### config.mk
export PLATFORM = sky130hd
export DESIGN_NAME = uart_rx_filter_bank
export DESIGN_NICKNAME = d
export VERILOG_FILES = /design/src/rtl/uart_pkg.sv /design/src/rtl/uart_rx_filter_ch.sv /design/src/rtl/uart_rx_filter_bank.sv
export SDC_FILE = /design/constraint.sdc
export NUM_CORES = 1
export LEC_CHECK = 0
export ABC_AREA = 1
export CORE_AREA = 2 2 39 41
export CTS_BUF_LIST = sky130_fd_sc_hd__clkbuf_16
export CTS_CLUSTER_SIZE = 25
export DETAILED_ROUTE_END_ITERATION = 10
export DIE_AREA = 0 0 41 43
export GPL_ROUTABILITY_DRIVEN = 0
export PLACE_DENSITY = 0.4
export REMOVE_ABC_BUFFERS = 1
export SETUP_SLACK_MARGIN = 0.15
export SLEW_MARGIN = 0
export SYNTH_ARGS = -nofsm -noshare
export SYNTH_HDL_FRONTEND = slang
export SYNTH_SLANG_ARGS = --single-unit
### constraint.sdc
create_clock -name clk -period 1.08 [get_ports clk]
set_input_delay 0.216 -clock clk [delete_from_list [all_inputs] [get_ports clk]]
set_output_delay 0.216 -clock clk [all_outputs]
set_load 0.01 [all_outputs]
### src/rtl/uart_pkg.sv
// Shared defaults, glitch counter width and channel output bundle for the
// UART receive line filter bank.
package uart_pkg;

    localparam int DEF_CHANNELS    = 1;
    localparam int DEF_SYNC_STAGES = 2;
    localparam int DEF_CNT_W       = 2;
    localparam int DEF_LO_THRESH   = 0;
    localparam int DEF_RESET_LEVEL = 1;
    localparam int GLITCH_W        = 8;

    typedef struct packed {
        logic out;
        logic rise;
        logic fall;
    } ch_out_t;

    function automatic int max_cnt(input int w);
        return (1 << w) - 1;
    endfunction

endpackage

### src/rtl/uart_rx_filter_ch.sv
// One filtered UART line: synchroniser, saturating deadband counter with
// hysteresis, edge pulses. Glitch counter exists only with UART_RX_FILTER_GLITCH_EN.
module uart_rx_filter_ch
    import uart_pkg::*;
#(
    parameter int SYNC_STAGES = DEF_SYNC_STAGES,
    parameter int CNT_W       = DEF_CNT_W,
    parameter int HI_THRESH   = max_cnt(DEF_CNT_W),
    parameter int LO_THRESH   = DEF_LO_THRESH,
    parameter int RESET_LEVEL = DEF_RESET_LEVEL
) (
    input  logic    clk,
    input  logic    rst_n,
    input  logic    samp_clk,
    input  logic    in,
`ifdef UART_RX_FILTER_GLITCH_EN
    input  logic                glitch_clr,
    output logic [GLITCH_W-1:0] glitch_cnt,
`endif
    output ch_out_t q
);

    localparam logic             RL    = (RESET_LEVEL != 0);
    localparam logic [CNT_W-1:0] MAX_C = '1;
    localparam logic [CNT_W-1:0] HI_C  = CNT_W'(HI_THRESH);
    localparam logic [CNT_W-1:0] LO_C  = CNT_W'(LO_THRESH);

    logic [SYNC_STAGES-1:0] sync;
    logic [CNT_W-1:0]       cnt, cnt_nxt;
    logic                   out_q, out_nxt, rise_q, fall_q;
    logic                   in_sync;

    assign in_sync = sync[SYNC_STAGES-1];

    // Threshold decision uses the count before this strobe's update.
    always_comb begin
        cnt_nxt = cnt;
        if (in_sync && cnt != MAX_C)
            cnt_nxt = cnt + 1'b1;
        else if (!in_sync && cnt != '0)
            cnt_nxt = cnt - 1'b1;

        out_nxt = out_q;
        if (cnt >= HI_C)
            out_nxt = 1'b1;
        else if (cnt <= LO_C)
            out_nxt = 1'b0;
    end

    always_ff @(posedge clk or negedge rst_n) begin
        if (!rst_n) begin
            sync   <= {SYNC_STAGES{RL}};
            cnt    <= RL ? MAX_C : '0;
            out_q  <= RL;
            rise_q <= 1'b0;
            fall_q <= 1'b0;
        end else begin
            rise_q <= 1'b0;
            fall_q <= 1'b0;
            if (samp_clk) begin
                sync   <= {sync[SYNC_STAGES-2:0], in};
                cnt    <= cnt_nxt;
                out_q  <= out_nxt;
                rise_q <= out_nxt & ~out_q;
                fall_q <= ~out_nxt & out_q;
            end
        end
    end

    assign q = '{out: out_q, rise: rise_q, fall: fall_q};

`ifdef UART_RX_FILTER_GLITCH_EN
    logic                prev_sync;
    logic [GLITCH_W-1:0] gcnt;

    // A glitch ended when the line returns to the level the filter held.
    always_ff @(posedge clk or negedge rst_n) begin
        if (!rst_n) begin
            prev_sync <= RL;
            gcnt      <= '0;
        end else begin
            if (samp_clk)
                prev_sync <= in_sync;
            if (glitch_clr)
                gcnt <= '0;
            else if (samp_clk && (in_sync != prev_sync) && (in_sync == out_q) && gcnt != '1)
                gcnt <= gcnt + 1'b1;
        end
    end

    assign glitch_cnt = gcnt;
`endif

endmodule

### src/rtl/uart_rx_filter_bank.sv
// Bank of independent UART line deglitch filters, one uart_rx_filter_ch each.
// Optional glitch statistics enabled by defining UART_RX_FILTER_GLITCH_EN.
module uart_rx_filter_bank
    import uart_pkg::*;
#(
    parameter int CHANNELS    = DEF_CHANNELS,
    parameter int SYNC_STAGES = DEF_SYNC_STAGES,
    parameter int CNT_W       = DEF_CNT_W,
    parameter int HI_THRESH   = max_cnt(CNT_W),
    parameter int LO_THRESH   = DEF_LO_THRESH,
    parameter int RESET_LEVEL = DEF_RESET_LEVEL
) (
    input  logic                         clk,
    input  logic                         rst_n,
    input  logic                         samp_clk,
    input  logic [CHANNELS-1:0]          in,
    output logic [CHANNELS-1:0]          out,
    output logic [CHANNELS-1:0]          rise,
    output logic [CHANNELS-1:0]          fall
`ifdef UART_RX_FILTER_GLITCH_EN
    ,
    input  logic                         glitch_clr,
    output logic [GLITCH_W*CHANNELS-1:0] glitch_cnt
`endif
);

    if (SYNC_STAGES < 2 || LO_THRESH < 0 || LO_THRESH >= HI_THRESH ||
        HI_THRESH > max_cnt(CNT_W)) begin : g_bad_cfg
        $error("uart_rx_filter_bank: invalid SYNC_STAGES or threshold parameters");
    end

    for (genvar i = 0; i < CHANNELS; i++) begin : g_ch
        ch_out_t q;

        uart_rx_filter_ch #(
            .SYNC_STAGES (SYNC_STAGES),
            .CNT_W       (CNT_W),
            .HI_THRESH   (HI_THRESH),
            .LO_THRESH   (LO_THRESH),
            .RESET_LEVEL (RESET_LEVEL)
        ) u_ch (
            .clk        (clk),
            .rst_n      (rst_n),
            .samp_clk   (samp_clk),
            .in         (in[i]),
`ifdef UART_RX_FILTER_GLITCH_EN
            .glitch_clr (glitch_clr),
            .glitch_cnt (glitch_cnt[GLITCH_W*i +: GLITCH_W]),
`endif
            .q          (q)
        );

        assign out[i]  = q.out;
        assign rise[i] = q.rise;
        assign fall[i] = q.fall;
    end

endmodule

==> metrics.txt, run 1 <==
status=finished clean; hold crit path type=input port to asynchronous set/reset pin; register clock-pin slew on the reported worst setup and hold paths=0.04 ns; CP Max Fanout=2; post-synth cell types=9; Area growth, synth to finish=57.3%; post-synth top area cell=dfstp_2; CP Data Arrival Time=0.85 ns; DP HPWL=375 um; mapped cell area=about 280 sq um; Slew @ Worst Pin=between 0.3 and 0.4 ns; Core Rows=14; Routed Wire Length=roughly 530 um; GR Overflow Total=0; largest cells by area after synthesis=dfstp_2 (47%), dfrtp_1 (18%), nand2_1 (15%); RSZ-0062 raised after global routing=true; # clock sinks=7; # H-tree levels=1; maximum clock rate=0.937 GHz; Syn Area/Cell=8.80 sq um; Die W=41 um; setup TNS=0 ns; Synth Instances=32; Max Cap Viol=0; setup violators final=0; PwrDens=approximately 2600 mW/mm^2; CTS tree=yes; Post-synth ARST share=1.00; WP data required=0.86 ns; fin crit period=~1.1 ns; vias in the first global route=196; Die ar.=between 0.0015 and 0.002 sq mm; # port buffers=6; worst vdd ir=0.872 mV; layout cell share with drive strength beyond 1=0.326; CP delay by family, top=flip-flops; first-pass GRT wire length=~850 um; via count of the routed design=226; Yosys reg bits=7; clock power share=0.535; dpl ws=-0.166 ns; YS warnings=0; GRT Total Usage=0.0829; Final Total Pwr=1.16 mW; Most used DFF post-synth=dfstp_2; vias per cell=approximately 3.8; Worst slew margin=0.782; leakage=roughly 0.22 nW; hold buffers post-CTS=0; drt drc=0; clk_lat worst skew=0.23 ns; Routed Antenna Nets=0; die height=43 um; Final Cycle Share=0.988; Non-Filler Instances=59; CP Cell Sequence=buf_6; CORE AREA=0.00138 sq mm; CP Class=flop to output port; Internal=0.898 mW; largest net degree at the start of global routing=8; sequential power share=0.333; ANT cells=0; Placed Cells=55; most frequent cell after synthesis=nand2_1; Commonest cells post-synth=nand2_1 (11), dfstp_2 (5), nor2_1 (5); antenna violations before repair=0; final net count=between 40 and 50; fin worst setup slack=0.0131 ns; crit start category=flop; clock skew=~0.00065 ns; Initial Utilization=0.203; Post-CTS Setup Inserts=0; clk buf depth=2; Sw Share=0.228; final hold vios=0; Root Driver=clkbuf_16; fillers=around 150; Seq/Total Area, Yosys=0.644; post-synth top area share=0.467; Final Max Tran Viols=0; Gate power share=0.132; Pre-Repair DR Iteration Count=3; post-layout util=0.320; CTS Buf Count=3; # IOs=7; CP Capture Type=output port; Avg WL per Cell=8.93 um; CP Buf/Inv Count=1; P_sw=between 0.2 and 0.3 mW; number of DRC markers in iteration 0=7; CP max stage delay=between 0.5 and 0.6 ns; CP max stage cell=dfstp_2; EDFF count, synth=0
repair_timing:
item,CTS,global route
resized for setup,14,1
endpoints found under the setup margin,4,4
cloned,0,0
metrics by stage:
stage          hold WS, ns  cell area [sq um]
4_1_cts              0.262                438
3_3_place_gp         0.479                369
6_report             0.250                443
2_1_floorplan      -0.0796                282
3_5_place_dp         0.486                369
5_1_grt              0.278                443
layout by cell type, fill, tap and decap left out:
cell type	instances
o21ai_1	2
o21ai_0	2
inv_1	4
nand2_1	11
buf_2	2
buf_6	1
clkdlybuf4s50_1	2
dlygate4sd2_1	1
nor2_1	5
dfrtp_1	2
clkbuf_16	3
buf_4	1
dfstp_2	5
inv_2	1
nand3_2	1
cell type report:
type	count	area, sq um	share of cell area
well taps	16	20.0	0.0452
flip-flops and latches	7	181	0.410
clock buffers	3	75.1	0.169
repair buffers	7	57.6	0.130
inverters	4	15.0	0.0339
multi-input cells	21	90.1	0.203
clock inverters	1	3.75	0.00847
routing by layer:
layer / wire, um / track usage / vias to the layer above
met1: 231 / 0.102 / 97
met5: 0 / 0 / -
met4: 25 / 0.0800 / 0
met3: 43 / 0.0628 / 3
met2: 226 / 0.0844 / 7
li1: - / - / 119
worst paths after layout:
kind	startpoint	endpoint	slack, ns	cells past startpoint
min reg2reg	g_ch[0].u_ch.sync[0]	g_ch[0].u_ch.sync[0]	0.48	2
max reg2reg	g_ch[0].u_ch.cnt[1]	g_ch[0].u_ch.cnt[0]	0.22	4
min	rst_n	g_ch[0].u_ch.rise_q	0.25	1
max in group asynchronous	rst_n	g_ch[0].u_ch.sync[1]	0.54	1
max	g_ch[0].u_ch.out_q	out	0.01	1
min in group clk	samp_clk	g_ch[0].u_ch.sync[0]	0.44	2
cells by family (layout without fill, tap and decap cells):
group / count (synthesis) / in the layout / synth area share
AO/OA/AOI/OAI: 4 / 4 / 0.0711
buffers and inverters: 4 / 15 / 0.0533
flip-flops: 7 / 7 / 0.644
AND/OR/NAND/NOR: 17 / 17 / 0.231
worst reg2reg max path, cell delays in order, from the launching register on:
cell and delay, ns:
dfstp_2 0.56, nor2_1 0.07, nor2_1 0.08, nand2_1 0.05, nand2_1 0.05
registers in the layout, indices dropped and copies added (netlist names):
| register | count |
|---|---|
| g_ch.u_ch.cnt | 2 |
| g_ch.u_ch.fall_q | 1 |
| g_ch.u_ch.sync | 2 |
| g_ch.u_ch.out_q | 1 |
| g_ch.u_ch.rise_q | 1 |
power by group through the flow:
| stage | Combinational (mW) | Clock [mW] | Sequential, mW |
|---|---|---|---|
| 6_report | 0.153 | 0.622 | 0.387 |
| 5_1_grt | 0.175 | 0.648 | 0.395 |
| 4_1_cts | 0.155 | 0.635 | 0.381 |
| 3_5_place_dp | 0.160 | 0 | 0.382 |
| 3_3_place_gp | 0.158 | 0 | 0.381 |
| 2_1_floorplan | 0.0790 | 0 | 0.384 |
No activity file was read; power rests on OpenSTA's default activity.
==> run 2: changes to the inputs <==
PLACE_DENSITY = 0.43   (was 0.4)
SYNTH_HIERARCHICAL = 1   (was not set)
==> run 2 against run 1 <==
  * Clock power barely moved
  * Largest cell class unchanged
  * Global-route usage rose by 1.6 points
  * Via count rose by 11%
  * Cell area rose by 8.8%
  * Largest power group unchanged
  * Critical path type unchanged
  * Worst setup slack improved by 0.0019 ns
==> metrics.txt, run 2 <==
status=finished clean (unchanged); Root Driver=clkbuf_16 (unchanged); Die W=41 um (unchanged); Routed Antenna Nets=0 (unchanged); largest net degree at the start of global routing=10 (was 8); Pre-Repair DR Iteration Count=4 (was 3); Die ar.=0.00176 sq mm (unchanged); mapped cell area=318 sq um (was 282 sq um); Slew @ Worst Pin=0.335 ns (was 0.326 ns); Yosys reg bits=7 (unchanged); reg-to-reg critical path endpoint=g_ch[0].u_ch/out_q (was g_ch[0].u_ch.cnt[0]); CORE AREA=0.00138 sq mm (unchanged); R2R setup slack=0.07 ns (was 0.22 ns); CP Data Arrival Time=0.85 ns (about the same); CP max stage delay=0.53 ns (was 0.52 ns); Hold WS=0.256 ns (was 0.250 ns); Crit Reg-Reg Startpoint=g_ch[0].u_ch/out_q (was g_ch[0].u_ch.cnt[1]); Worst slew margin=0.776 (was 0.782); Placed Cells=59 (was 55); die height=43 um (unchanged); Final Cycle Share=0.986 (was 0.988); Max Cap Viol=0 (unchanged); Most used DFF post-synth=dfstp_2 (unchanged); via count of the routed design=251 (was 226); clk buf depth=2 (unchanged); CP Buf/Inv Count=1 (unchanged); Area growth, synth to finish=51.6% (was 57.3%); vias per cell=3.92 (was 3.83); post-synth top area cell=dfstp_2 (unchanged); CP Max Fanout=2 (unchanged); commonest non-fill, non-tap cell in the layout=nand2_1 (unchanged); Crit. Startpoint=g_ch[0].u_ch/out_q (was g_ch[0].u_ch.out_q); Routed Wire Length=565 um (was 527 um); PwrDens=2500 mW/mm^2 (was 2630 mW/mm^2); Commonest cells post-synth=nand2_1 (14), dfstp_2 (5), nor2_1 (4) (was nand2_1 (11), dfstp_2 (5), nor2_1 (5)); Avg WL per Cell=8.83 um (was 8.93 um); CP Class=flop to output port (unchanged); Worst Reg2Reg Path Length in Cells=6 (was 4); final net count=53 (was 48); vias in the first global route=233 (was 196); YS warnings=6 (was 0); CP max stage cell=dfstp_2 (unchanged); largest cells by area after synthesis=dfstp_2 (41%), nand2_1 (17%), dfrtp_1 (16%) (was dfstp_2 (47%), dfrtp_1 (18%), nand2_1 (15%)); post-synth cell types=11 (was 9); largest registers=g_ch.u_ch/cnt: 2 flops, g_ch.u_ch/sync: 2 flops (was g_ch.u_ch.cnt: 2 flops, g_ch.u_ch.sync: 2 flops); ANT cells=0 (unchanged); # IOs=7 (unchanged); clock skew=0.00146 ns (was 0.000654 ns); Syn Area/Cell=8.36 sq um (was 8.80 sq um); Synth Instances=38 (was 32); final hold vios=0 (unchanged); WP data required=0.86 ns (about the same); CP Capture Type=output port (unchanged); # port buffers=6 (unchanged); worst setup path endpoint=out (unchanged); fin crit period=1.06 ns (was 1.07 ns); first-pass GRT wire length=1040 um (was 848 um); CTS Buf Count=3 (unchanged); worst vdd ir=1.37 mV (was 0.872 mV); EDFF count, synth=0 (unchanged); Initial Utilization=0.230 (was 0.203); Non-Filler Instances=64 (was 59); # clock sinks=7 (unchanged); maximum clock rate=0.939 GHz (was 0.937 GHz); # H-tree levels=1 (unchanged); Core Rows=14 (unchanged); Post-synth ARST share=1.00 (unchanged); post-synth top area share=0.413 (was 0.467); drt drc=0 (unchanged); clk_lat worst skew=0.23 ns (about the same); GR Overflow Total=0 (unchanged); antenna violations before repair=0 (unchanged); crit start category=flop (unchanged); most frequent cells in the layout=nand2_1 (13), dfstp_2 (5) (was nand2_1 (11), nor2_1 (5), dfstp_2 (5)); layout cell share with drive strength beyond 1=0.417 (was 0.326); GRT Total Usage=0.0993 (was 0.0829); setup violators final=0 (unchanged); DP HPWL=373 um (was 375 um); Crit. path cell count=1 (unchanged); RSZ-0062 raised after global routing=true (unchanged); CP Cell Sequence=buf_6 (unchanged); Final Max Tran Viols=0 (unchanged); register clock-pin slew on the reported worst setup and hold paths=0.04 ns (about the same); hold crit path type=input port to asynchronous set/reset pin (unchanged); leakage=0.233 nW (was 0.220 nW); Seq/Total Area, Yosys=0.571 (was 0.644); number of DRC markers in iteration 0=3 (was 7); most frequent cell after synthesis=nand2_1 (unchanged); CP delay by family, top=flip-flops (unchanged); CTS tree=yes (unchanged)
-- run 2: timing repair --
action                                  4_1_cts  5_1_grt
resized for setup                            15        3
hold buffers                                  0        0
endpoints found under the setup margin        4        8
pin swaps                                     1        2
buffers inserted                              1        0
-- run 2: cells by family after synthesis --
logic type | Yosys count | share of synthesized area
AO/OA/AOI/OAI | 3 | 0.0472
AND/OR/NAND/NOR | 21 | 0.264
buffers and inverters | 7 | 0.118
flip-flops | 7 | 0.571
-- run 2: how the worst min path moves through the flow --
stage,start,endpoint
after floorplan,rst_n,g_ch[0].u_ch/fall_q
after global placement,g_ch[0].u_ch/cnt[0],g_ch[0].u_ch/cnt[1]
after detailed placement,g_ch[0].u_ch/sync[0],g_ch[0].u_ch/sync[1]
after CTS,rst_n,g_ch[0].u_ch/fall_q
after global routing,rst_n,g_ch[0].u_ch/fall_q
final,rst_n,g_ch[0].u_ch/rise_q
-- run 2: area by class of cell --
cell class                 count  area, sq um
clock buffer                   3         75.1
clock inverter                 1         3.75
fill                         145          902
inverter                       4         15.0
multi-input combinational     24          109
sequential                     7          181
tap                           16         20.0
timing repair buffer           9         77.6
-- run 2: per-layer routing --
layer	wire (um)	up-vias	part of all wire	track usage
met2	225	12	0.40	0.116
met5	0	-	0	0
li1	-	131	-	-
met3	62	2	0.11	0.0785
met4	16	0	0.028	0.0800
met1	260	106	0.46	0.113
-- run 2: per-stage QoR --
stage / setup TNS (ns) / util / power, mW / cell area [sq um] / worst slack, ns
global placement: -0.182 / 0.282 / 0.556 / 390 / -0.161
finish: 0 / 0.348 / 1.20 / 482 / 0.0150
detailed placement: -0.215 / 0.282 / 0.558 / 390 / -0.165
global route: -0.0125 / 0.348 / 1.28 / 482 / -0.0125
CTS: 0 / 0.344 / 1.21 / 477 / 0.0116
floorplan: 0 / - / 0.476 / 295 / 0.238
-- run 2: where the power goes --
| group | internal (mW) | switching [mW] | leakage, nW |
|---|---|---|---|
| logic | 0.101 | 0.0977 | 0.110 |
| registers | 0.340 | 0.0462 | 0.0799 |
| clock network | 0.481 | 0.138 | 0.0423 |
